File: src/rtl/arb_pkg.sv
// arb_pkg: shared state encoding and index-width helper for the weighted round-robin arbiter
package arb_pkg;
  typedef enum logic {ARB_IDLE, ARB_GRANT} arb_state_e;
  localparam int ARB_N_MAX = 16;
  function automatic int idx_w(input int n);
    return (n > 1) ? $clog2(n) : 1;
  endfunction
endpackage

File: src/rtl/rr_pick.sv
// rr_pick: combinational rotating-priority picker, first requester at or after ptr (mod N)
module rr_pick import arb_pkg::*; #(
  parameter int N = 4,
  localparam int IW = idx_w(N)
) (
  input  logic [N-1:0]  req,
  input  logic [IW-1:0] ptr,
  output logic [IW-1:0] idx,
  output logic          found
);
  logic [2*N-1:0] dbl;
  int sum;
  assign dbl = {req, req} >> ptr;
  assign found = |req;
  always_comb begin
    sum = 0;
    for (int k = N - 1; k >= 0; k--)
      sum = dbl[k] ? int'(ptr) + k : sum;
    idx = IW'(sum >= N ? sum - N : sum);
  end
endmodule

File: src/rtl/wrr_arbiter.sv
// wrr_arbiter: weighted round-robin arbiter; ARB_LOCK_EN adds a lock port that lets the owner overrun its budget
module wrr_arbiter import arb_pkg::*; #(
  parameter int N = 4,
  parameter int WW = 4,
  localparam int IW = idx_w(N)
) (
  input  logic            clk,
  input  logic            reset,
  input  logic [N-1:0]    req,
  input  logic [N*WW-1:0] weight,
  input  logic            ready,
`ifdef ARB_LOCK_EN
  input  logic [N-1:0]    lock,
`endif
  output logic [N-1:0]    grant,
  output logic [IW-1:0]   grant_id,
  output logic            busy
);
  arb_state_e state;
  logic [IW-1:0] ptr, owner, nxt, pptr, win;
  logic [WW-1:0] credit, load;
  logic [WW-1:0] wf [N];
  logic found, beat, last, rel, take;
  always_comb
    for (int i = 0; i < N; i++)
      wf[i] = weight[i*WW +: WW];
  assign nxt = (owner == IW'(N - 1)) ? '0 : owner + IW'(1);
  // After a release the search restarts just past the old owner, so it ranks last
  assign pptr = (state == ARB_GRANT) ? nxt : ptr;
  assign load = (wf[win] == '0) ? WW'(1) : wf[win];
  assign beat = ready && req[owner];
`ifdef ARB_LOCK_EN
  assign last = (credit == WW'(1)) && !lock[owner];
`else
  assign last = credit == WW'(1);
`endif
  assign rel = !req[owner] || (beat && last);
  assign take = (state == ARB_IDLE) ? found : rel;

  rr_pick #(.N(N)) u_pick (
    .req  (req),
    .ptr  (pptr),
    .idx  (win),
    .found(found)
  );

  always_ff @(posedge clk or negedge reset) begin
    if (!reset) begin
      state    <= ARB_IDLE;
      ptr      <= '0;
      owner    <= '0;
      credit   <= '0;
      grant    <= '0;
      grant_id <= '0;
      busy     <= 1'b0;
    end else if (take) begin
      ptr      <= pptr;
      state    <= found ? ARB_GRANT : ARB_IDLE;
      grant    <= found ? N'(1) << win : '0;
      grant_id <= found ? win : '0;
      busy     <= found;
      owner    <= found ? win : owner;
      credit   <= found ? load : credit;
    end else if (state == ARB_GRANT && beat && credit != WW'(1)) begin
      credit <= credit - WW'(1);
    end
  end
endmodule

File: config.mk
export PLATFORM = sky130hd
export DESIGN_NAME = wrr_arbiter
export DESIGN_NICKNAME = d
export VERILOG_FILES = /design/src/rtl/arb_pkg.sv /design/src/rtl/rr_pick.sv /design/src/rtl/wrr_arbiter.sv
export SDC_FILE = /design/constraint.sdc
export NUM_CORES = 1
export LEC_CHECK = 0
export ABC_AREA = 1
export CAP_MARGIN = 20
export CELL_PAD_IN_SITES_DETAIL_PLACEMENT = 0
export CELL_PAD_IN_SITES_GLOBAL_PLACEMENT = 1
export CORE_MARGIN = 1.5
export CORE_UTILIZATION = 37
export CTS_BUF_LIST = sky130_fd_sc_hd__clkbuf_8
export DETAILED_ROUTE_END_ITERATION = 16
export GPL_TIMING_DRIVEN = 0
export PLACE_DENSITY = 0.87
export SYNTH_ARGS = -nofsm -noshare
export SYNTH_HDL_FRONTEND = slang
export SYNTH_SLANG_ARGS = --single-unit
File: constraint.sdc
create_clock -name clk -period 3.9 [get_ports clk]
set_clock_uncertainty 0.1 [all_clocks]
set_input_delay 0.78 -clock clk [delete_from_list [all_inputs] [get_ports clk]]
set_output_delay 0.78 -clock clk [all_outputs]
set_load 0.005 [all_outputs]
After elaboration in Yosys (flattened, before gate mapping)
Cells that the tools add are included.
{"block": "totals", "input_bits": 23, "output_inout_bits": 7, "reg_bits": 16}
{"block": "classes", "n_eq_ne": 4, "n_lt_le_gt_ge": 3, "bitwise": 1, "shifts": 2, "addsub": 6, "n_reduce_logical": 11, "n_mux": 20}
{"op": "$mux W32", "n": 4}
{"op": "$ge A32 B4 Y1 const B", "n": 1}
{"op": "$mux W4", "n": 7}
{"op": "$bmux W4 S2", "n": 1}
{"op": "$mux W2", "n": 4}
{"op": "$shr A8 B2 Y4", "n": 1}
{"op": "$add A2 B2 Y3 const B", "n": 2}
{"op": "$eq A4 B1 Y1 const B", "n": 1}
{"op": "$logic_and A1 B1 Y1", "n": 4}
{"op": "$logic_not A4 Y1", "n": 1}
{"op": "$ne A4 B1 Y1 const B", "n": 1}
{"op": "$reduce_and A2 Y1", "n": 2}
{"op": "$reduce_or A4 Y1", "n": 1}
{"op": "$shl A1 B2 Y4 const A", "n": 1}
{"op": "$sub A4 B1 Y4 const B", "n": 1}
{"op": "$add A2 B1 Y3 const B", "n": 1}
{"op": "$ge A3 B3 Y1 const B", "n": 1}
{"op": "$lt A2 B3 Y1 const B", "n": 1}
{"op": "$mux W1", "n": 3}
{"op": "$not A2 Y3", "n": 1}
{"op": "$add A2 B1 Y2 const B", "n": 1}
{"op": "$bmux W1 S2", "n": 1}
{"op": "$eq A2 B2 Y1 const B", "n": 1}
{"op": "$ne A2 B2 Y1 const B", "n": 1}
{"op": "other kinds (4)", "n": 4}

Depth between registers and ports, before layout
Gate-level depths: netlist (run 1).
{"block": "depth", "ltp_word": 18, "ltp_mapped": 19, "ltp_nobuf": 18}

Modules after synthesis
From an unflattened synthesis (run 1), not the netlist that was laid out.
{"block": "unflattened", "hier_cells": 176, "area_unflattened_um2": 1144.8}
{"module": "wrr_arbiter", "instances": 1, "cells_each": 129, "seq_area_each_um2": 375.4, "area_each_um2": 917.1}
{"module": "rr_pick", "instances": 1, "cells_each": 47, "seq_area_each_um2": 0.0, "area_each_um2": 227.7}

Worst setup path after synthesis (run 1)
No wires, ideal clock.
{"block": "synth_path", "kind": "input to register", "start": "input port req[3]", "end": "register credit[0]", "setup_slack_ns": 1.696, "arrival_time_ns": 2.030, "path_stages": 7, "path_buffers": 0, "setup_time_ns": 0.073, "path_cell_list": "nor4_1 > inv_1 > o21ai_1 > inv_1 > o21ai_0 > a21oi_1 > a21oi_2"}
{"block": "synth_between", "elab_chain_cells": 15}
{"element": "start, declared", "line_no": "wrr_arbiter.sv:9", "rtl": "input logic [N-1:0] req,"}
{"element": "$shr A8 B2 Y4", "line_no": "rr_pick.sv:13", "rtl": "assign dbl = {req, req} >> ptr;"}
{"element": "$mux W32 (4 in series)", "line_no": "rr_pick.sv:18", "rtl": "sum = dbl[k] ? int'(ptr) + k : sum;"}
{"element": "$ge A32 B4 Y1 or $sub A2 B1 Y2 (tied branches)", "line_no": "rr_pick.sv:19", "rtl": "idx = IW'(sum >= N ? sum - N : sum);"}
{"element": "$mux W2", "line_no": "rr_pick.sv:19"}
{"element": "$not A2 Y3 (not written as such)", "line_no": "wrr_arbiter.sv:30", "rtl": "assign load = (wf[win] == '0) ? WW'(1) : wf[win];"}
{"element": "$bmux W4 S2", "line_no": "wrr_arbiter.sv:30"}
{"element": "$mux W4 (not written as such) (2 in series)", "line_no": "wrr_arbiter.sv:30"}
{"element": "$logic_not A4 Y1", "line_no": "wrr_arbiter.sv:30"}
{"element": "$mux W4", "line_no": "wrr_arbiter.sv:30"}
{"element": "$mux W4", "line_no": "wrr_arbiter.sv:63", "rtl": "credit <= found ? load : credit;"}
{"element": "$mux W4", "line_no": "wrr_arbiter.sv:56", "rtl": "end else if (take) begin"}
{"element": "end signal, assigned", "line_no": "wrr_arbiter.sv:63"}
{"element": "end signal, assigned", "line_no": "wrr_arbiter.sv:65", "rtl": "credit <= credit - WW'(1);"}
{"element": "end, declared", "line_no": "wrr_arbiter.sv:21", "rtl": "logic [WW-1:0] credit, load;"}
Several ways; a longest one is shown, not always the timed one. The select of a mux whose other input is x is not followed.
A chain may end at the register's enable or synchronous reset.

Worst setup path in the final report (run 1)
Ends and elaborated chain as after synthesis.

==> results of run 1 <==
worst min-delay path, cell delays in order (launching register included):
cell and delay, ps:
dfrtp_1 330, nand2_1 50, o31ai_1 60
per-layer routing:
layer	global-route usage (%)	up-vias
li1	-	617
met1	23.5	482
met4	2.92	0
met2	27.5	27
met5	0	-
met3	3.96	5
per-stage QoR:
stage	power [mW]	cells
after floorplan	1.04	171
after global placement	1.27	233
after detailed placement	1.29	233
after CTS	1.42	237
after global routing	1.58	237
final	1.41	237
flip-flops by register name, summed over array words and instances, names as in the netlist:
name	flops
grant	4
credit	4
grant_id	2
busy	1
owner	2
ptr	2
cell type report:
cell class | instances | share of cell area (%)
buffer | 2 | 0.983
clock buffer | 3 | 2.70
tap | 33 | 2.70
timing repair buffer | 29 | 19.0
sequential | 15 | 24.6
clock inverter | 1 | 0.328
inverter | 18 | 4.42
multi-input combinational | 136 | 45.3
synthesized netlist by cell type:
cell type	instances
buf_6	1
nand4_1	2
nand2_4	4
a21boi_0	1
nand2_2	9
a21oi_1	6
nand3_1	14
nor2_4	1
a22o_1	1
nand2_1	61
clkbuf_1	1
ha_1	2
inv_2	4
or2_1	1
o21ai_0	12
a21oi_2	2
xor2_1	1
nand3b_1	1
nor2_2	2
o22ai_1	2
inv_1	14
o21ai_1	1
nor2_1	9
xnor2_1	1
o31ai_1	1
nor4_1	1
dfrtp_1	15
nand3_2	1
power breakdown:
group / total (mW) / switching, mW / internal, mW
Sequential: 0.277 / 0.0425 / 0.234
Combinational: 1.01 / 0.628 / 0.378
Clock: 0.125 / 0.0540 / 0.0707
how the worst max path moves through the flow:
| stage | start | slack, ps | to | depth (start not counted) |
|---|---|---|---|---|
| finish | req[3] | 970 | credit[0] | 8 |
| global route | req[3] | 740 | grant[2] | 7 |
| detailed placement | req[3] | 800 | credit[0] | 8 |
| CTS | req[3] | 970 | credit[0] | 8 |
| floorplan | req[3] | 1700 | credit[0] | 7 |
| global placement | req[3] | 820 | credit[0] | 8 |
kinds of logic (layout without fill, tap and decap cells):
kind of cell | Yosys count | count (layout)
AOI/OAI and AO/OA | 26 | 26
xor gates and xnor gates | 2 | 2
adders and majority gates | 2 | 2
buffers and inverters | 20 | 53
DFF | 15 | 15
and+or+nand+nor | 106 | 106
==> results.md, run 1 <==
* PortBufs at 29
* Clk root buf: clkbuf_8
* Inserted Clock Buffers at 3
* Critical Path End Type: register
* CP max stage cell: nor4_1
* Reg2Reg Setup Slack at 1580 ps
* GP Congestion at 0.811
* Worst-path fanout max at 8
* DIE HEIGHT at 58.7 um
* Met2 wire len at 1210 um
* Clk buf depth at 2
* Synth top area cells: dfrtp_1, nand2_1, nand3_1, o21ai_0, nand2_2
* Initial DRC count at 78
* GRT overflow at 0
* Row cnt at 20
* Syn_area_per_cell at 6.72 um2
* TritonCTS Sinks at 15
* Synthesized instance count at 171
* Worst slew pin tran at 677 ps
* Synth Cell Area at 1150 um2
* Startpoint types: primary input
* First-pass GRT wire length at 4550 um
* Top-area cell type share of the netlist area at 32.6%
* Largest net degree at the start of global routing at 16
* Area Overhead vs Synth at 32.9%
* Die Footprint at 3450 um2
* Vias in the first global route at 1029
* Leakage power total at 0.767 nW
* WS Path Type: primary input to register
* Final hold slack at 382 ps
* Required @ worst endpoint at 3980 ps
* Drt drc at 0
* Area of the multi-input gates at 692 um2
* Syn Nets at 196
* Post-place setup slack at 803 ps
* Share of cells above drive strength 1 at 13.7%
* Worst Hold Path Cells at 2
* Post-synth top area cell: dfrtp_1
* Synth warn at 0
* Commonest non-fill, non-tap cell in the layout: nand2_1
* Max-cap violations at 0
* # diodes at 0
* Initial Util at 38.3%
* Finished Core Util at 50.9%
* Post-synthesis sequential area ratio at 32.6%
* Final hold violations at 0
* GRT Util Overall at 17.0%
* CP Buf/Inv Count at 3
* Relative slew slack at 54.8%
* Cells along the critical path: clkdlybuf4s50_1, nor4_1, inv_1, o21ai_1, inv_1, o21ai_0, a21oi_1, a21oi_2
* Number of hold buffers added after CTS at 0
* Peak Freq at 342 MHz
* Simple-Gate Fraction of Synth Area at 43.5%
* Dpl cell area at 1480 um2
* Peak supply drop at 0.000374 V
* Chip Width at 58.7 um
* Met3 Routed Length at 112 um
* Register area at 375 um2
* Hold Path End: grant[2]
* Routed wire length at 2690 um
* RR Startpoint: busy
* Drt first pass iters at 4
* Most numerous cell on the critical path: inv_1
* WL/cell at 11.3 um
* PD cells at 922 nW/um2
* Worst reg-to-reg path cell count at 14
* Post-Synth XOR/XNOR Area at 1.52%
* Post_cts resized at 0
* Insertion delay to the later sink of the worst-skew pair at 250 ps
* Hold_sp: grant[2]
* Fillers at 310
* Main combinational cell family by area after synthesis: simple AND/OR/NAND/NOR gates
* Post-CTS setup buffer count at 0
* Final ANT Viol Nets at 0
* Vias per inst at 4.77
* Max incr delay on CP at 550 ps
* Post-synthesis register bit count at 15
* Commonest cells after routing, fill and taps aside: nand2_1, clkdlybuf4s50_1, dfrtp_1
* CTS tree: yes
* Final worst slack at 973 ps
* IO Pins at 30
* Worst Hold Class: register to register
* # setup viols final at 0
* Setup TNS at 0 ps
* M1 WL at 1330 um
* Clock transition at path regs at 60 ps
* Via count at 1131
* R2r endpoint: credit[0]
* Slew Viols, Final at 0
* Initial antenna violation count at 0
* Unrepaired setup endpoints after global routing: false
* Synth unique cells at 28
* Status: finished clean
* Synth Area in Compound Gates at 12.9%
* Synth Area in Adders at 2.18%
* Min Tclk post-route at 2930 ps
* Crit path DAT at 3000 ps
* Core Area at 3000 um2
* Period utilisation layout at 75.1%
* Mux cell area share after synthesis at 0%
* Layout net count at 230
* Design Area, Final at 1530 um2
* Crit-path leading delay family: buffers and inverters
* Highest metal used: met4
* H-tree level count at 1
* Placed wire-length estimate at 2070 um
No activity file was read; power rests on OpenSTA's default activity.
==> run 2: changes to the inputs <==
- CORE_UTILIZATION: 37 -> 35
- PLACE_DENSITY: 0.87 -> 0.83
- clock period: 3.9 -> 3 ns (I/O delays scaled with it)
==> run 2 against run 1 <==
Net effect: utilization fell by 0.71 points; global-route usage grew 0.19 points; design area is 1.1% higher; flip-flop and latch count did not move; die area up 5.4%; via count increased by 4.0%; first-iteration DRC count down 21%; wire length grew 3.3%; largest power group unchanged; highest routed layer unchanged.
==> results.md, run 2 (synthesis gave the netlist of run 1 again) <==
* Commonest cells after routing, fill and taps aside: nand2_1, clkdlybuf4s50_1, dfrtp_1
* Top Registers: credit (4), grant (4)
* CP Buf/Inv Count at 3 (unchanged)
* Peak supply drop at 0.000556 V (+49%)
* Most numerous cell on the critical path: inv_1
* Initial DRC count at 62 (-21%)
* CTS tree: yes
* Final ANT Viol Nets at 0 (unchanged)
* Drt drc at 0 (unchanged)
* Final worst slack at 237 ps (-736 ps)
* Vias per inst at 4.74 (-0.63%)
* Status: finished clean
* Number of hold buffers added after CTS at 0 (unchanged)
* Post-CTS setup buffer count at 0 (unchanged)
* Core Area at 3080 um2 (+2.5%)
* Drt first pass iters at 4 (unchanged)
* Clock transition at path regs at 70 ps (about the same)
* Routed wire length at 2770 um (+3.3%)
* Crit-path leading delay family: compound AO/OA/AOI/OAI gates
* Peak Freq at 362 MHz
* Chip Width at 60.3 um (+2.7%)
* Reg2Reg Setup Slack at 640 ps (-940 ps)
* Commonest non-fill, non-tap cell in the layout: nand2_1
* Die Footprint at 3640 um2 (+5.4%)
* PortBufs at 29 (unchanged)
* TritonCTS Sinks at 15 (unchanged)
* Worst Hold Class: register to register
* Crit path DAT at 2840 ps (-160 ps)
* Initial antenna violation count at 0 (unchanged)
* Cells along the critical path: clkdlybuf4s50_1, nor4_1, inv_1, o21ai_1, inv_1, o21ai_0, a21oi_1, a21oi_2
* PD cells at 1200 nW/um2 (+30%)
* Inserted Clock Buffers at 3 (unchanged)
* Max incr delay on CP at 560 ps (about the same)
* # diodes at 0 (unchanged)
* Post_cts resized at 0 (unchanged)
* Slew Viols, Final at 0 (unchanged)
* Relative slew slack at 54.7% (about the same)
* First-pass GRT wire length at 4620 um (+1.7%)
* CP max stage cell: nor4_1
* Row cnt at 20 (unchanged)
* Placed wire-length estimate at 2240 um (+7.8%)
* Min Tclk post-route at 2760 ps
* Unrepaired setup endpoints after global routing: false
* # setup viols final at 0 (unchanged)
* Startpoint types: primary input
* Insertion delay to the later sink of the worst-skew pair at 250 ps (about the same)
* GRT overflow at 0 (unchanged)
* Clk root buf: clkbuf_8
* Vias in the first global route at 1055 (+2.5%)
* WL/cell at 11.2 um (-1.3%)
* Worst slew pin tran at 677 ps (+0.774 ps)
* Period utilisation layout at 92.1%
* Via count at 1176 (+4.0%)
* Required @ worst endpoint at 3080 ps (-900 ps)
* IO Pins at 30 (unchanged)
* Fillers at 340 (+9.7%)
* Clk buf depth at 2 (unchanged)
* H-tree level count at 1 (unchanged)
* Finished Core Util at 50.2% (-0.71 points)
* Setup TNS at 0 ps (unchanged)
* Initial Util at 37.4% (-0.93 points)
* Largest net degree at the start of global routing at 16 (unchanged)
* WS Path Type: primary input to register
* GP Congestion at 0.789 (-2.8%)
* Worst-path fanout max at 8 (unchanged)
* DIE HEIGHT at 60.3 um (+2.7%)
* Leakage power total at 0.763 nW (-0.49%)
* GRT Util Overall at 17.2% (+0.19 points)
* Area Overhead vs Synth at 34.3%
* Max-cap violations at 0 (unchanged)
* Share of cells above drive strength 1 at 13.7% (unchanged)
* Critical Path End Type: register
* Layout net count at 230 (unchanged)
* Post-place setup slack at 32.8 ps (-770 ps)
* Final hold violations at 0 (unchanged)
[run 2: path summary, 6_finish.rpt]
check,depth (start not counted),to,startpoint
min,2,ptr[1],ptr[1]
max reg2reg,14,credit[0],busy
max in group asynchronous,1,credit[0],reset
min in group asynchronous,1,ptr[1],reset
max,8,credit[0],req[3]
min reg2reg,2,ptr[1],ptr[1]
[run 2: layout make-up]
class	count	area (um2)	area share (%)
Multi-Input combinational cell	136	692	44.8
Sequential cell	15	375	24.3
Timing Repair Buffer	29	290	18.8
Inverter	18	67.6	4.38
Tap cell	44	55.1	3.57
Clock buffer	3	41.3	2.67
Buffer	2	15.0	0.972
Clock inverter	1	7.51	0.486
[run 2: worst reg2reg max path: stages (launching register included)]
cell,delay [ps]
dfrtp_1,460
or2_1,290
nand2_4,130
nand2_1,80
nand2_1,110
nor2_1,60
nor2_1,80
nand2_1,60
nand2_1,240
inv_1,190
nand2_1,100
nand2_1,70
nor2_1,130
nand2_1,80
a21oi_2,110
[run 2: layer usage]
metal  wire length (um)  part of all wire (%)  up-vias  track usage (%)
met5                  0                     0        -                0
li1                   -                     -      614                -
met4                 34                   1.2        0             6.03
met3                 93                   3.4        4             2.16
met1               1310                    47      535             22.6
met2               1340                    48       23             28.9
[run 2: report_power, final]
part | internal [mW] | total [mW] | switching [mW]
Clock | 0.0933 | 0.173 | 0.0794
Sequential | 0.304 | 0.361 | 0.0567
Combinational | 0.492 | 1.32 | 0.823
Total | 0.889 | 1.85 | 0.960
[run 2: per-stage QoR]
| stage | hold WS (ps) | instance area (um2) | instances | total power, mW |
|---|---|---|---|---|
| after global routing | 413 | 1540 | 248 | 2.05 |
| after detailed placement | 368 | 1500 | 244 | 1.69 |
| after floorplan | 204 | 1150 | 171 | 1.35 |
| after CTS | 384 | 1540 | 248 | 1.87 |
| final | 380 | 1540 | 248 | 1.85 |
| after global placement | 364 | 1500 | 244 | 1.65 |
==> run 3: changes to the inputs <==
- ABC_AREA: 1 -> default
- CORE_UTILIZATION: 35 -> 37
==> run 3 against run 2 <==
Net effect: the flow now finishes with violations (DRC); die area fell by 7.2%; combinational power decreased by 41%; sequential power rose by 5.5%; fmax is 0.40% higher; critical path depth shrank 2; global-route usage increased by 0.95 points; via count is 7.7% lower; flip-flop and latch count is the same; power down 29%; first-iteration DRC count shrank 34%; largest cell class unchanged; largest power group unchanged; highest routed layer unchanged.
==> results.md, run 3 <==
* Period utilisation layout at 91.7% (-0.37 points)
* Design Area, Final at 1500 um2 (-2.9%)
* CP max stage cell: a31oi_1
* Commonest cells in the netlist: nand2_1, dfrtp_1, inv_1, o21ai_0, a211oi_1
* Final ANT Viol Nets at 0 (unchanged)
* TritonCTS Sinks at 15 (unchanged)
* Placed wire-length estimate at 2240 um (+0.16%)
* Vias per inst at 5.63 (+19%)
* Post-synth ARST share at 100% (unchanged)
* # diodes at 0 (unchanged)
* Post-synth top area cell: dfrtp_1
* Slew Viols, Final at 0 (unchanged)
* Post-synth EDFFs at 0 (unchanged)
* Drt first pass iters at 10 (+6)
* PortBufs at 29 (unchanged)
* Routed wire length at 2800 um (+1.0%)
* Worst Hold Class: register to register
* Logic pwr share at 59.0% (-12 points)
* Commonest non-fill, non-tap cell in the layout: clkdlybuf4s50_1
* First-pass GRT wire length at 4770 um (+3.3%)
* Unrepaired setup endpoints after global routing: false
* Met2 wire len at 1410 um (+5.5%)
* Switching share of total power at 43.0% (-8.9 points)
* Drt drc at 2 (+2)
* Post-synthesis sequential area ratio at 33.4% (+0.76 points)
* Post-synthesis register bit count at 15 (unchanged)
* IO Pins at 30 (unchanged)
* Min Tclk post-route at 2750 ps (-11.1 ps)
* Setup TNS at 0 ps (unchanged)
* Max incr delay on CP at 580 ps (+20 ps)
* Top-area cell type share of the netlist area at 33.4% (+0.76 points)
* Initial DRC count at 41 (-34%)
* GP Congestion at 0.868 (+10%)
* Peak supply drop at 0.000535 V (-3.7%)
* Worst-path fanout max at 9 (+1)
* Post-CTS setup buffer count at 0 (unchanged)
* Largest net degree at the start of global routing at 16 (unchanged)
* Synth warn at 0 (unchanged)
* Via count at 1086 (-7.7%)
* M1 WL at 1280 um (-2.7%)
* Final hold violations at 0 (unchanged)
* Worst slew pin tran at 738 ps (+60.5 ps)
* Share of cells above drive strength 1 at 12.3% (-1.4 points)
* H-tree level count at 1 (unchanged)
* Required @ worst endpoint at 3010 ps (-70 ps)
* Max-cap violations at 0 (unchanged)
* Critical Path End Type: register
* Initial antenna violation count at 0 (unchanged)
* Row cnt at 19 (-5.0%)
* Met3 Routed Length at 95 um (+2.2%)
* Dpl cell area at 1450 um2 (-2.8%)
* Clk root buf: clkbuf_8
* Vias in the first global route at 1062 (+0.66%)
* Ys flop type: dfrtp_1
* Core Area at 2830 um2 (-8.1%)
* Startpoint types: primary input
* Top Registers: credit (4), grant (4)
* Synthesized instance count at 129 (-25%)
* WS Path Type: primary input to register
* Die Footprint at 3380 um2 (-7.2%)
* Switch Pwr at 566 uW (-41%)
* Non-Filler Instances at 193 (-22%)
* Area Overhead vs Synth at 33.4%
* PD cells at 878 nW/um2 (-27%)
* Clock transition at path regs at 50 ps (-20 ps)
* Synth top area cells: dfrtp_1, nand2_1, o21ai_0, a2111oi_2, a211oi_1
* GRT Util Overall at 18.1% (+0.95 points)
* Synth unique cells at 48 (+71%)
* Clk buf depth at 2 (unchanged)
* Post-place setup slack at 46.8 ps (+14.0 ps)
* # setup viols final at 0 (unchanged)
* Layout net count at 188 (-18%)
* WL/cell at 14.5 um (+30%)
* Peak Freq at 363 MHz (+0.40%)
* Relative slew slack at 50.4% (-4.3 points)
* Status: complete, but fails checks
* Insertion delay to the later sink of the worst-skew pair at 250 ps (about the same)
* Failing checks: DRC
* GRT overflow at 0 (unchanged)
* CTS tree: yes
* Leakage power total at 0.641 nW (-16%)
* Highest metal used: met4
* Crit path DAT at 2770 ps (-70 ps)
* Seq pwr share at 28.9% (+9.4 points)
* Final worst slack at 248 ps (+11.1 ps)
* Fillers at 263 (-23%)
* Inserted Clock Buffers at 3 (unchanged)
* Number of hold buffers added after CTS at 0 (unchanged)
* Syn Nets at 154 (-21%)
* Post_cts resized at 0 (unchanged)
* Placed insts at 189 (-23%)
* Clock power frac at 12.1% (+2.8 points)
* DIE HEIGHT at 58.1 um (-3.7%)
* Syn_area_per_cell at 8.71 um2 (+30%)
* Internal power at 750 uW (-16%)
* Most common cell in the netlist: nand2_1
* Commonest cells after routing, fill and taps aside: clkdlybuf4s50_1, nand2_1, dfrtp_1
* Chip Width at 58.1 um (-3.7%)
* Synth Cell Area at 1120 um2 (-2.3%)
* Cells along the critical path: clkdlybuf4s50_1, mux4_2, a31oi_1, a22oi_1, a221oi_2, o22ai_1
* Initial Util at 39.7% (+2.4 points)
==> run 3: cell count changes after synthesis, sizes merged, moves of 6 or more <==
| cell | change |
|---|---|
| nand2 | -53 |
| nand3 | -12 |
| inv | -6 |
| nor2 | -9 |
| a211oi | +6 |
==> run 3: per-stage QoR <==
stage / util, % / hold slack [ps] / power (mW)
2_1_floorplan: - / 204 / 0.911
3_3_place_gp: 51.3 / 366 / 1.14
3_5_place_dp: 51.3 / 367 / 1.16
4_1_cts: 53.0 / 381 / 1.33
5_1_grt: 53.0 / 414 / 1.44
6_report: 53.0 / 379 / 1.32
==> run 3: final timing paths <==
kind,slack [ps],cells after the start,startpoint,end
setup / recovery,250,6,req[3],credit[0]
hold / removal,380,2,grant_id[0],grant_id[0]
setup reg to reg,640,5,owner[1],credit[0]
hold reg to reg,380,2,grant_id[0],grant_id[0]
max in group asynchronous,1730,1,reset,grant_id[0]
min in group asynchronous,650,1,reset,grant[2]
==> run 3: power groups by stage <==
stage	combinational (mW)	sequential (mW)	clock, mW
6_report	0.776	0.381	0.159
3_5_place_dp	0.776	0.385	0
2_1_floorplan	0.545	0.366	0
5_1_grt	0.865	0.395	0.178
4_1_cts	0.781	0.383	0.162
3_3_place_gp	0.760	0.379	0
==> run 3: cells by family (layout without fill, tap and decap cells) <==
group                      after synthesis  in the layout  share of synthesized area, %
adders and majority gates                2              2                          2.23
buffers and inverters                   15             48                          5.90
DFF                                     15             15                          33.4
and+or+nand+nor                         50             50                          22.7
AOI/OAI and AO/OA                       43             43                          30.7
muxes                                    3              3                          4.23
xor gates and xnor gates                 1              1                         0.780
==> run 3: worst max-delay path, delay by kind of cell <==
family | cells | cell delay [ps]
buf+inv | 1 | 520
compound gates | 4 | 1090
mux | 1 | 560
==> run 3: routing by layer <==
metal	up-vias	global-route usage, %
met5	-	0
met4	0	2.33
met3	2	4.69
met2	21	30.5
met1	514	24.1
li1	549	-
==> run 3: layout make-up <==
| type | instances | area [um2] | share of cell area [%] |
|---|---|---|---|
| well taps | 31 | 38.8 | 2.59 |
| plain buffers | 3 | 21.3 | 1.42 |
| flip-flops and latches | 15 | 375 | 25.0 |
| clock inverters | 1 | 5.00 | 0.334 |
| clock buffers | 3 | 41.3 | 2.75 |
| repair buffers | 29 | 290 | 19.4 |
| inverters | 12 | 45.0 | 3.01 |
| multi-input cells | 99 | 682 | 45.5 |
